### src/rtl/lut_array_pkg.sv
// Shared constants, config-write record and table offset helper for the LUT neuron array.
// Optional readback port is enabled by LUT_READBACK_EN (see lut_neuron_array_prog).
package lut_array_pkg;
   localparam int N_NEURONS_DEF = 8;
   localparam int FAN_IN_DEF    = 6;
   localparam int OUT_W_DEF     = 1;

   typedef struct packed {
      logic [7:0] nid;
      logic [7:0] addr;
      logic [7:0] data;
   } cfg_wr_t;

   // Flat bit offset of entry (nid, addr) when all tables are laid end to end.
   function automatic int unsigned tbl_off(int unsigned nid, int unsigned addr,
                                           int unsigned fan_in, int unsigned out_w);
      return ((nid << fan_in) + addr) * out_w;
   endfunction
endpackage

### src/rtl/lut_neuron_array_prog_if.sv
// Datapath handshake and config bus of the LUT neuron array.
// Readback signals exist only when LUT_READBACK_EN is defined.
interface lut_neuron_array_prog_if
   import lut_array_pkg::*;
#(
   parameter int N_NEURONS = N_NEURONS_DEF,
   parameter int FAN_IN    = FAN_IN_DEF,
   parameter int OUT_W     = OUT_W_DEF,
   parameter int NID_W     = (N_NEURONS > 1) ? $clog2(N_NEURONS) : 1
);
   logic                        in_valid;
   logic                        in_ready;
   logic [N_NEURONS*FAN_IN-1:0] in_data;
   logic                        out_valid;
   logic                        out_ready;
   logic [N_NEURONS*OUT_W-1:0]  out_data;
   logic                        cfg_we;
   logic [NID_W-1:0]            cfg_nid;
   logic [FAN_IN-1:0]           cfg_addr;
   logic [OUT_W-1:0]            cfg_data;
   logic                        cfg_err;
`ifdef LUT_READBACK_EN
   logic                        cfg_re;
   logic [OUT_W-1:0]            cfg_rdata;
   logic                        cfg_rvalid;
`endif

   modport master (
      output in_valid, in_data, out_ready, cfg_we, cfg_nid, cfg_addr, cfg_data,
`ifdef LUT_READBACK_EN
      output cfg_re, input cfg_rdata, cfg_rvalid,
`endif
      input  in_ready, out_valid, out_data, cfg_err
   );

   modport slave (
      input  in_valid, in_data, out_ready, cfg_we, cfg_nid, cfg_addr, cfg_data,
`ifdef LUT_READBACK_EN
      input  cfg_re, output cfg_rdata, cfg_rvalid,
`endif
      output in_ready, out_valid, out_data, cfg_err
   );
endinterface

### src/rtl/lut_neuron_array_prog_neuron.sv
// One programmable LUT neuron: flop-based truth table, write decode, combinational lookup.
// With LUT_READBACK_EN the entry at the config address is also exposed.
module lut_neuron_prog
   import lut_array_pkg::*;
#(
   parameter int FAN_IN = FAN_IN_DEF,
   parameter int OUT_W  = OUT_W_DEF
)(
   input  logic              clk,
   input  logic              rst_n,
   input  logic              we_i,
   input  logic [FAN_IN-1:0] addr_i,
   input  logic [OUT_W-1:0]  data_i,
   input  logic [FAN_IN-1:0] lk_addr_i,
`ifdef LUT_READBACK_EN
   output logic [OUT_W-1:0]  rd_data_o,
`endif
   output logic [OUT_W-1:0]  lk_data_o
);
   localparam int DEPTH = 1 << FAN_IN;

   logic [DEPTH-1:0][OUT_W-1:0] tbl_d, tbl_q;

   always_comb begin
      tbl_d = tbl_q;
      if (we_i) tbl_d[addr_i] = data_i;
   end

   always_ff @(posedge clk) begin
      if (!rst_n) tbl_q <= '0;
      else        tbl_q <= tbl_d;
   end

   assign lk_data_o = tbl_q[lk_addr_i];
`ifdef LUT_READBACK_EN
   assign rd_data_o = tbl_q[addr_i];
`endif
endmodule

### src/rtl/lut_neuron_array_prog.sv
// Runtime-programmable LUT neuron array: one registered lookup stage with valid/ready.
// Define LUT_READBACK_EN to add the cfg_re/cfg_rdata/cfg_rvalid table readback port.
module lut_neuron_array_prog
   import lut_array_pkg::*;
#(
   parameter int N_NEURONS = N_NEURONS_DEF,
   parameter int FAN_IN    = FAN_IN_DEF,
   parameter int OUT_W     = OUT_W_DEF,
   parameter int NID_W     = (N_NEURONS > 1) ? $clog2(N_NEURONS) : 1
)(
   input  logic                   clk,
   input  logic                   rst_n,
   lut_neuron_array_prog_if.slave bus
);
   logic [N_NEURONS-1:0]            we_n;
   logic [N_NEURONS-1:0][OUT_W-1:0] lk_data;
   logic [N_NEURONS*OUT_W-1:0]      out_data_d, out_data_q;
   logic                            out_valid_d, out_valid_q;
   logic                            cfg_err_d, cfg_err_q;
   logic                            nid_oor, accept;

   assign nid_oor = (32'(bus.cfg_nid) >= 32'(N_NEURONS));

   // Writes take priority over lookups so a lookup never sees a half-written table.
   assign bus.in_ready = !bus.cfg_we && (!out_valid_q || bus.out_ready);
   assign accept       = bus.in_valid && bus.in_ready;

`ifdef LUT_READBACK_EN
   logic [N_NEURONS-1:0][OUT_W-1:0] rd_data;
   logic [OUT_W-1:0]                cfg_rdata_d, cfg_rdata_q;
   logic                            cfg_rvalid_d, cfg_rvalid_q;
`endif

   for (genvar n = 0; n < N_NEURONS; n++) begin : g_neuron
      assign we_n[n] = bus.cfg_we && (bus.cfg_nid == NID_W'(n));
      lut_neuron_prog #(.FAN_IN(FAN_IN), .OUT_W(OUT_W)) u_neuron (
         .clk       (clk),
         .rst_n     (rst_n),
         .we_i      (we_n[n]),
         .addr_i    (bus.cfg_addr),
         .data_i    (bus.cfg_data),
         .lk_addr_i (bus.in_data[n*FAN_IN +: FAN_IN]),
`ifdef LUT_READBACK_EN
         .rd_data_o (rd_data[n]),
`endif
         .lk_data_o (lk_data[n])
      );
   end

   always_comb begin
      out_valid_d = out_valid_q;
      out_data_d  = out_data_q;
      cfg_err_d   = cfg_err_q | (bus.cfg_we && nid_oor);
      if (accept) begin
         out_valid_d = 1'b1;
         out_data_d  = lk_data;
      end else if (bus.out_ready) begin
         out_valid_d = 1'b0;
      end
`ifdef LUT_READBACK_EN
      cfg_rvalid_d = bus.cfg_re && !bus.cfg_we;
      cfg_rdata_d  = cfg_rdata_q;
      if (cfg_rvalid_d) begin
         cfg_rdata_d = '0;
         cfg_err_d   = cfg_err_d | nid_oor;
         for (int n = 0; n < N_NEURONS; n++)
            if (bus.cfg_nid == NID_W'(n)) cfg_rdata_d = rd_data[n];
      end
`endif
   end

   always_ff @(posedge clk) begin
      if (!rst_n) begin
         out_valid_q <= 1'b0;
         out_data_q  <= '0;
         cfg_err_q   <= 1'b0;
      end else begin
         out_valid_q <= out_valid_d;
         out_data_q  <= out_data_d;
         cfg_err_q   <= cfg_err_d;
      end
   end

`ifdef LUT_READBACK_EN
   always_ff @(posedge clk) begin
      if (!rst_n) begin
         cfg_rvalid_q <= 1'b0;
         cfg_rdata_q  <= '0;
      end else begin
         cfg_rvalid_q <= cfg_rvalid_d;
         cfg_rdata_q  <= cfg_rdata_d;
      end
   end
   assign bus.cfg_rvalid = cfg_rvalid_q;
   assign bus.cfg_rdata  = cfg_rdata_q;
`endif

   assign bus.out_valid = out_valid_q;
   assign bus.out_data  = out_data_q;
   assign bus.cfg_err   = cfg_err_q;
endmodule

### src/flat_wrapper.sv
// flat-port wrapper written by rule: the top's interface ports become plain ports
module lut_neuron_array_prog_flat import lut_array_pkg::*;
#(
   parameter int N_NEURONS = N_NEURONS_DEF,
   parameter int FAN_IN    = FAN_IN_DEF,
   parameter int OUT_W     = OUT_W_DEF,
   parameter int NID_W     = (N_NEURONS > 1) ? $clog2(N_NEURONS) : 1
)
  (clk, rst_n, bus_in_valid, bus_in_data, bus_out_ready, bus_cfg_we, bus_cfg_nid, bus_cfg_addr, bus_cfg_data, bus_in_ready, bus_out_valid, bus_out_data, bus_cfg_err);
  lut_neuron_array_prog_if #(.N_NEURONS(N_NEURONS), .FAN_IN(FAN_IN), .OUT_W(OUT_W), .NID_W(NID_W)) bus_i ();
  input  logic clk;
  input  logic rst_n;
  input wire logic [$bits(bus_i.in_valid)-1:0] bus_in_valid;
  input wire logic [$bits(bus_i.in_data)-1:0] bus_in_data;
  input wire logic [$bits(bus_i.out_ready)-1:0] bus_out_ready;
  input wire logic [$bits(bus_i.cfg_we)-1:0] bus_cfg_we;
  input wire logic [$bits(bus_i.cfg_nid)-1:0] bus_cfg_nid;
  input wire logic [$bits(bus_i.cfg_addr)-1:0] bus_cfg_addr;
  input wire logic [$bits(bus_i.cfg_data)-1:0] bus_cfg_data;
  output wire logic [$bits(bus_i.in_ready)-1:0] bus_in_ready;
  output wire logic [$bits(bus_i.out_valid)-1:0] bus_out_valid;
  output wire logic [$bits(bus_i.out_data)-1:0] bus_out_data;
  output wire logic [$bits(bus_i.cfg_err)-1:0] bus_cfg_err;
  assign bus_i.in_valid = bus_in_valid;
  assign bus_i.in_data = bus_in_data;
  assign bus_i.out_ready = bus_out_ready;
  assign bus_i.cfg_we = bus_cfg_we;
  assign bus_i.cfg_nid = bus_cfg_nid;
  assign bus_i.cfg_addr = bus_cfg_addr;
  assign bus_i.cfg_data = bus_cfg_data;
  assign bus_in_ready = bus_i.in_ready;
  assign bus_out_valid = bus_i.out_valid;
  assign bus_out_data = bus_i.out_data;
  assign bus_cfg_err = bus_i.cfg_err;
  lut_neuron_array_prog #(.N_NEURONS(N_NEURONS), .FAN_IN(FAN_IN), .OUT_W(OUT_W), .NID_W(NID_W)) u_core (.clk(clk), .rst_n(rst_n), .bus(bus_i));
endmodule
### config.mk
export PLATFORM = sky130hd
export DESIGN_NAME = lut_neuron_array_prog_flat
export DESIGN_NICKNAME = d
export VERILOG_FILES = /design/src/rtl/lut_array_pkg.sv /design/src/rtl/lut_neuron_array_prog_if.sv /design/src/rtl/lut_neuron_array_prog_neuron.sv /design/src/rtl/lut_neuron_array_prog.sv /design/src/flat_wrapper.sv
export SDC_FILE = /design/constraint.sdc
export NUM_CORES = 1
export LEC_CHECK = 0
export ABC_CLOCK_PERIOD_IN_PS = 3690
export CAP_MARGIN = 30
export CORE_UTILIZATION = 45
export CTS_BUF_LIST = sky130_fd_sc_hd__clkbuf_4 sky130_fd_sc_hd__clkbuf_8
export DETAILED_ROUTE_END_ITERATION = 8
export PLACE_DENSITY = 0.73
export SLEW_MARGIN = 20
export SYNTH_ARGS = -nofsm -noshare
export SYNTH_HDL_FRONTEND = slang
export SYNTH_SLANG_ARGS = --single-unit
### constraint.sdc
create_clock -name clk -period 3.69 [get_ports clk]
set_clock_uncertainty 0.2 [all_clocks]
set_input_delay 0.369 -clock clk [delete_from_list [all_inputs] [get_ports clk]]
set_output_delay 0.369 -clock clk [all_outputs]
set_load 0.02 [all_outputs]
==> results of run 1 <==
-- registers in the layout (all words and copies together), names as in the netlist --
register and cells:
u_core.g_neuron.u_neuron.tbl_q 512, u_core.bus.out_data 8, u_core.bus.out_valid 1
-- worst reg2reg max path, cell delays in order, from the launching register on --
cell and delay (ns):
dfxtp_1 0.32, mux4_2 0.47, mux2i_1 0.45, o21ai_0 0.30, a2111oi_2 0.47, nor3_1 0.08
-- per-layer routing --
metal  vias up  track usage, %  routed length (µm)
met5         -               0                  53
met4         8            22.7                7810
met3       488            10.7               15500
met2      2070            49.7               43700
met1     12300            44.6               37100
li1      10700               -                   -
-- cells in the mapped netlist (14+ instances only) --
cell | count | share of area [%]
buf_4 | 17 | 0.49
mux2_2 | 15 | 0.65
nand2_1 | 90 | 1.3
nand3_1 | 541 | 10
buf_2 | 48 | 0.93
nor2_1 | 101 | 1.5
a21boi_1 | 57 | 1.7
nand4b_1 | 15 | 0.51
mux4_2 | 126 | 11
a21boi_0 | 456 | 13
nor3b_1 | 14 | 0.41
o21ai_0 | 529 | 10
clkbuf_1 | 223 | 3.2
dfxtp_1 | 521 | 40
a211oi_1 | 14 | 0.41
-- cells in the final DEF (no fill, tap or decap), drive strengths merged, types with 10 or more instances in the layout --
cell	count
a21boi	513
clkdlybuf4s50	70
mux2	15
nor2	101
clkinv	14
a211oi	15
buf	139
dfxtp	521
nand3	541
o21ai	529
nor3b	16
nand2b	11
nor2b	11
nand2	90
mux2i	10
nand4b	15
mux4	129
clkbuf	133
-- kinds of logic (layout without fill, tap and decap cells) --
kind of cell / count (synthesis) / count (layout) / share of synthesized area [%]
other cells: 1 / 2 / 0.0145
flops: 521 / 521 / 40.4
buf+inv: 291 / 362 / 4.74
simple gates: 823 / 823 / 15.9
compound gates: 1087 / 1087 / 26.6
mux: 154 / 154 / 12.3
-- power groups by stage --
stage               Sequential [µW]  Clock [µW]  Combinational, µW
floorplan                      5760           0                529
global placement               5760           0                951
detailed placement             5760           0                962
CTS                            5640        5610                964
global route                   5630        5860               1020
finish                         5640        5610               1010
-- worst min path at each step --
stage                                                     start                                     to  cells past startpoint
final                                              bus_cfg_data  u_core.g_neuron[6].u_neuron.tbl_q[46]                      3
after global routing                               bus_cfg_data  u_core.g_neuron[5].u_neuron.tbl_q[39]                      3
after CTS                                          bus_cfg_data  u_core.g_neuron[7].u_neuron.tbl_q[35]                      3
after detailed placement  u_core.g_neuron[0].u_neuron.tbl_q[24]  u_core.g_neuron[0].u_neuron.tbl_q[24]                      2
after global placement    u_core.g_neuron[5].u_neuron.tbl_q[60]  u_core.g_neuron[5].u_neuron.tbl_q[60]                      2
after floorplan           u_core.g_neuron[7].u_neuron.tbl_q[35]  u_core.g_neuron[7].u_neuron.tbl_q[35]                      2
-- final cells by class --
| cell class | instances | area, µm² |
|---|---|---|
| diodes | 1 | 2.50 |
| clock buffers | 133 | 1690 |
| clock inverters | 18 | 190 |
| fillers | 5018 | 26900 |
| inverters | 2 | 7.51 |
| multi-input cells | 2065 | 14300 |
| flip-flops and latches | 521 | 10400 |
| well taps | 756 | 946 |
| repair buffers | 209 | 2040 |
-- through the flow --
step                      std cells  hold slack, ns  setup slack, ns  total power, µW  utilization (%)
after global placement         3552           0.256            0.353             6710             49.0
after global routing           3705          0.0791            0.941            12500             52.3
after detailed placement       3552           0.263            0.295             6720             49.0
after CTS                      3703          0.0585            0.991            12200             52.3
final                          3705          0.0718            0.923            12300             52.3
after floorplan                2877           0.248             1.55             6290                -
==> impl_metrics.env, run 1 <==
export IMPL_die_w_um=242
export IMPL_synth_ff_type="dfxtp_1"
export IMPL_reg2reg_from="u_core.g_neuron[7].u_neuron.tbl_q[55]"
export IMPL_grt_overflow_total=0
export IMPL_r2r_setup_slack_ns=1.30
export IMPL_outcome="finished clean"
export IMPL_cp_slowest_cell="clkdlybuf4s50_1"
export IMPL_start_util_pct=45.7
export IMPL_ys_seq_area_share_pct=40.4
export IMPL_grt_pass1_wl_um=153000
export IMPL_core_area_um2=56500
export IMPL_power_switching_uw=3140
export IMPL_cp_top_family="buffers and inverters"
export IMPL_root_buffer="clkbuf_8"
export IMPL_worst_pin_slew_ns=1.09
export IMPL_cp_start_kind="input pin"
export IMPL_dieArea_um2=58300
export IMPL_final_nets=2949
export IMPL_fin_area_um2=29600
export IMPL_clk_latency_ns=0.70
export IMPL_path_max_fanout=12
export IMPL_post_cts_resize_count=0
export IMPL_final_antenna_net_count=0
export IMPL_rsz0062_at_grt="false"
export IMPL_cp_depth=7
export IMPL_fin_tns_setup_ns=0
export IMPL_hold_violations=0
export IMPL_comb_power_share_pct=8.3
export IMPL_vias=25500
export IMPL_syn_area_per_cell_um2=8.98
export IMPL_cts_buffer_depth=3
export IMPL_crit_path_start="bus_in_data[18]"
export IMPL_cts_clk_slew_worst_paths_ns=0.06
export IMPL_pwr_share_clk_pct=45.8
export IMPL_path_class="in -> reg"
export IMPL_ys_warn_count=0
export IMPL_finalCriticalPeriod_ns=2.77
export IMPL_wl_um=104000
export IMPL_die_h_um=242
export IMPL_ctsHoldBuffers=0
export IMPL_wl_per_cell_um=28.1
export IMPL_ys_ff_latch=521
export IMPL_ios=74
export IMPL_grt_pass1_vias=23700
export IMPL_synth_area_um2=25800
export IMPL_timing_fmax_ghz=0.361
export IMPL_powerDensity_nw_per_um2=415
export IMPL_r2r_end="u_core.bus.out_data[7]"
export IMPL_area_growth_pct=14.5
export IMPL_drv_slew=0
export IMPL_power_switching_share_pct=25.6
export IMPL_maxCapViolations=0
export IMPL_first_pass_iters=7
export IMPL_endpoint="u_core.bus.out_data[3]"
export IMPL_p_seq_share_pct=46.0
export IMPL_syn_inst=2877
export IMPL_drt_iter0_drc=4462
export IMPL_dpl_hpwl_um=65500
export IMPL_end_kind="register"
export IMPL_fin_crit_sh_pct=75.0
export IMPL_ir_drop_uv=267
export IMPL_cts_max_level=3
export IMPL_antenna_found_initial=5
export IMPL_setup_viol=0
export IMPL_route_detailed_vias_per_inst=6.89
export IMPL_cp_num_buf_inv=2
export IMPL_grtUsageTotal_pct=34.6
export IMPL_num_rows=87
export IMPL_reg2reg_depth=5
export IMPL_post_dp_cell_area_um2=27700
export IMPL_synth_fp_nets=2940
export IMPL_portBuffers=72
export IMPL_worstPathRequired_ns=4.06
export IMPL_routabilityCongestion=0.987
export IMPL_drive_gt1_share_pct=15.4
export IMPL_critPathArrivalTime_ns=3.14
export IMPL_cts_tree="built"
export IMPL_drcViolationCount=0
export IMPL_relSlewSlack_pct=27.4
export IMPL_synth_cell_types=42
export IMPL_leakagePower_uw=0.00914
export IMPL_cts_buffers=87
export IMPL_post_cts_buffers=0
export IMPL_cp_slowest_stage_delay_ns=0.84
export IMPL_synth_edf_count=0
export IMPL_grt_max_degree=174
export IMPL_crit_chain="clkdlybuf4s50_1 > buf_4 > mux4_2 > mux2i_1 > o21ai_0 > nand2_1 > a211oi_1"
export IMPL_clock_sinks=521
export IMPL_async_flop_share_pct=0
export IMPL_internal_power_uw=9130
export IMPL_hp_class="in -> reg"
Power figures use the tool's default switching activity.
==> run 2: changes to the inputs <==
--- a/config.mk
+++ b/config.mk
@@ -5,7 +5,7 @@
 export SDC_FILE = /design/constraint.sdc
 export NUM_CORES = 1
 export LEC_CHECK = 0
-export ABC_CLOCK_PERIOD_IN_PS = 3690
+export ABC_CLOCK_PERIOD_IN_PS = 2600
 export CAP_MARGIN = 30
 export CORE_UTILIZATION = 45
 export CTS_BUF_LIST = sky130_fd_sc_hd__clkbuf_4 sky130_fd_sc_hd__clkbuf_8
==> constraint.sdc (replaced) <==
create_clock -name clk -period 2.6 [get_ports clk]
set_clock_uncertainty 0.2 [all_clocks]
set_input_delay 0.26 -clock clk [delete_from_list [all_inputs] [get_ports clk]]
set_output_delay 0.26 -clock clk [all_outputs]
set_load 0.02 [all_outputs]
==> run 2 against run 1 <==
  * The run now ends with DRC left
  * Final area grew 5.3%
  * Combinational power grew 61%
  * Register-to-register slack worse by 0.95 ns
  * Sequential share of layout area down 1.8 points
  * First-iteration DRC count is 5.6% lower
  * Global-route usage up 0.82 points
  * Critical endpoint is now bus_in_ready
  * Power increased by 41%
==> impl_metrics.env, run 2 (synthesis results as in run 1) <==
export IMPL_path_class="reg -> out"
export IMPL_dpl_hpwl_um=69600
export IMPL_top_register="u_core.g_neuron.u_neuron.tbl_q"
export IMPL_path_max_fanout=9
export IMPL_end_kind="output port"
export IMPL_outcome="complete, but fails checks"
export IMPL_wl_um=106000
export IMPL_antenna_cells=0
export IMPL_register_area_um2=10400
export IMPL_grt_pass1_vias=24600
export IMPL_layout_cells_non_filler=3865
export IMPL_route_detailed_vias_per_inst=6.78
export IMPL_rsz0062_at_grt="false"
export IMPL_antenna_found_initial=2
export IMPL_route_met3_wl_um=14800
export IMPL_die_w_um=242
export IMPL_wl_per_cell_um=27.4
export IMPL_timing_fmax_ghz=0.427
export IMPL_setup_viol=0
export IMPL_powerDensity_nw_per_um2=556
export IMPL_cts_buffers=88
export IMPL_met2_length_um=45600
export IMPL_cts_buffer_depth=3
export IMPL_start_util_pct=45.7
export IMPL_final_nets=3108
export IMPL_met1_length_um=38800
export IMPL_maxCapViolations=0
export IMPL_critPathArrivalTime_ns=1.88
export IMPL_portBuffers=72
export IMPL_cts_clk_slew_worst_paths_ns=0.06
export IMPL_most_common_layout_cells="537 x nand3_1, 529 x o21ai_0, 521 x dfxtp_1"
export IMPL_clk_latency_ns=0.71
export IMPL_area_growth_pct=20.5
export IMPL_multi_input_area_um2=14300
export IMPL_post_cts_buffers=0
export IMPL_fin_tns_setup_ns=0
export IMPL_first_pass_iters=9
export IMPL_hold_violations=0
export IMPL_relSlewSlack_pct=38.1
export IMPL_fillers=4885
export IMPL_dp_cells=3709
export IMPL_drv_slew=0
export IMPL_violations="DRC"
export IMPL_drt_iter0_drc=4213
export IMPL_die_h_um=242
export IMPL_grt_max_degree=157
export IMPL_reg2reg_depth=8
export IMPL_layout_commonest_cell="nand3_1"
export IMPL_drive_gt1_share_pct=19.7
export IMPL_root_buffer="clkbuf_8"
export IMPL_worst_pin_slew_ns=0.905
export IMPL_grtUsageTotal_pct=35.4
export IMPL_drcViolationCount=1
export IMPL_leakagePower_uw=0.0100
export IMPL_ios=74
export IMPL_top_layer="met5"
export IMPL_num_rows=87
export IMPL_cts_tree="built"
export IMPL_clock_sinks=521
export IMPL_hp_class="in -> reg"
export IMPL_grt_pass1_wl_um=157000
export IMPL_final_antenna_net_count=0
export IMPL_finalCriticalPeriod_ns=2.34
export IMPL_core_area_um2=56500
export IMPL_worstPathRequired_ns=2.14
export IMPL_ir_drop_uv=336
export IMPL_routabilityCongestion=0.967
export IMPL_dieArea_um2=58300
export IMPL_largest_register_ffs=512
export IMPL_vias=26200
export IMPL_grt_overflow_total=0
export IMPL_cts_max_level=3
export IMPL_whs_path_depth=3
export IMPL_cp_start_kind="register"
export IMPL_fin_crit_sh_pct=90.2
[run 2: power breakdown]
group / internal [µW] / total (µW) / switching, µW
Combinational: 613 / 1630 / 1020
Clock: 4150 / 7680 / 3530
Sequential: 7990 / 8000 / 8.63
[run 2: cell type report]
type	instances	area share (%)
Timing Repair Buffer	367	11.8
Clock buffer	137	5.47
Sequential cell	521	33.5
Clock inverter	17	0.314
Tap cell	756	3.04
Inverter	2	0.0241
Multi-Input combinational cell	2065	45.8
[run 2: critical path, stage by stage, from the launching register on]
cell	delay (ns)
dfxtp_1	0.31
nor2b_1	0.12
buf_4	0.12
buf_4	0.19
nor2_1	0.11
dlygate4sd2_1	0.34
[run 2: stage by stage]
stage | utilization, % | cell area (µm²) | power [µW] | setup WS (ns) | hold WS, ns
final | 55.1 | 31100 | 17300 | 0.256 | 0.215
after global routing | 55.1 | 31100 | 17700 | 0.219 | 0.180
after CTS | 55.1 | 31100 | 17200 | 0.232 | 0.157
after detailed placement | 51.9 | 29300 | 9740 | -0.323 | 0.265
after global placement | 51.9 | 29300 | 9720 | -0.327 | 0.256
after floorplan | - | 25800 | 8930 | 0.570 | 0.204
[run 2: worst paths after layout]
path / startpoint / end / slack [ns]
max: u_core.bus.out_valid / bus_in_ready / 0.26
min: bus_in_data[31] / u_core.bus.out_data[5] / 0.21
max reg2reg: u_core.bus.out_valid / u_core.bus.out_data[3] / 0.35
min reg2reg: u_core.g_neuron[7].u_neuron.tbl_q[1] / u_core.g_neuron[7].u_neuron.tbl_q[1] / 0.28
[run 2: metal layers]
| layer | vias up | GRT usage [%] |
|---|---|---|
| li1 | 11000 | - |
| met1 | 12700 | 45.6 |
| met2 | 2090 | 52.3 |
| met3 | 454 | 10.9 |
| met4 | 2 | 20.2 |
| met5 | - | 0 |
[run 2: what timing repair did]
action | CTS | global route
endpoints found under the setup margin | 1 | 0
endpoints found under the hold margin | 126 | 0
hold buffers | 2 | 0
resized for setup | 1 | 0
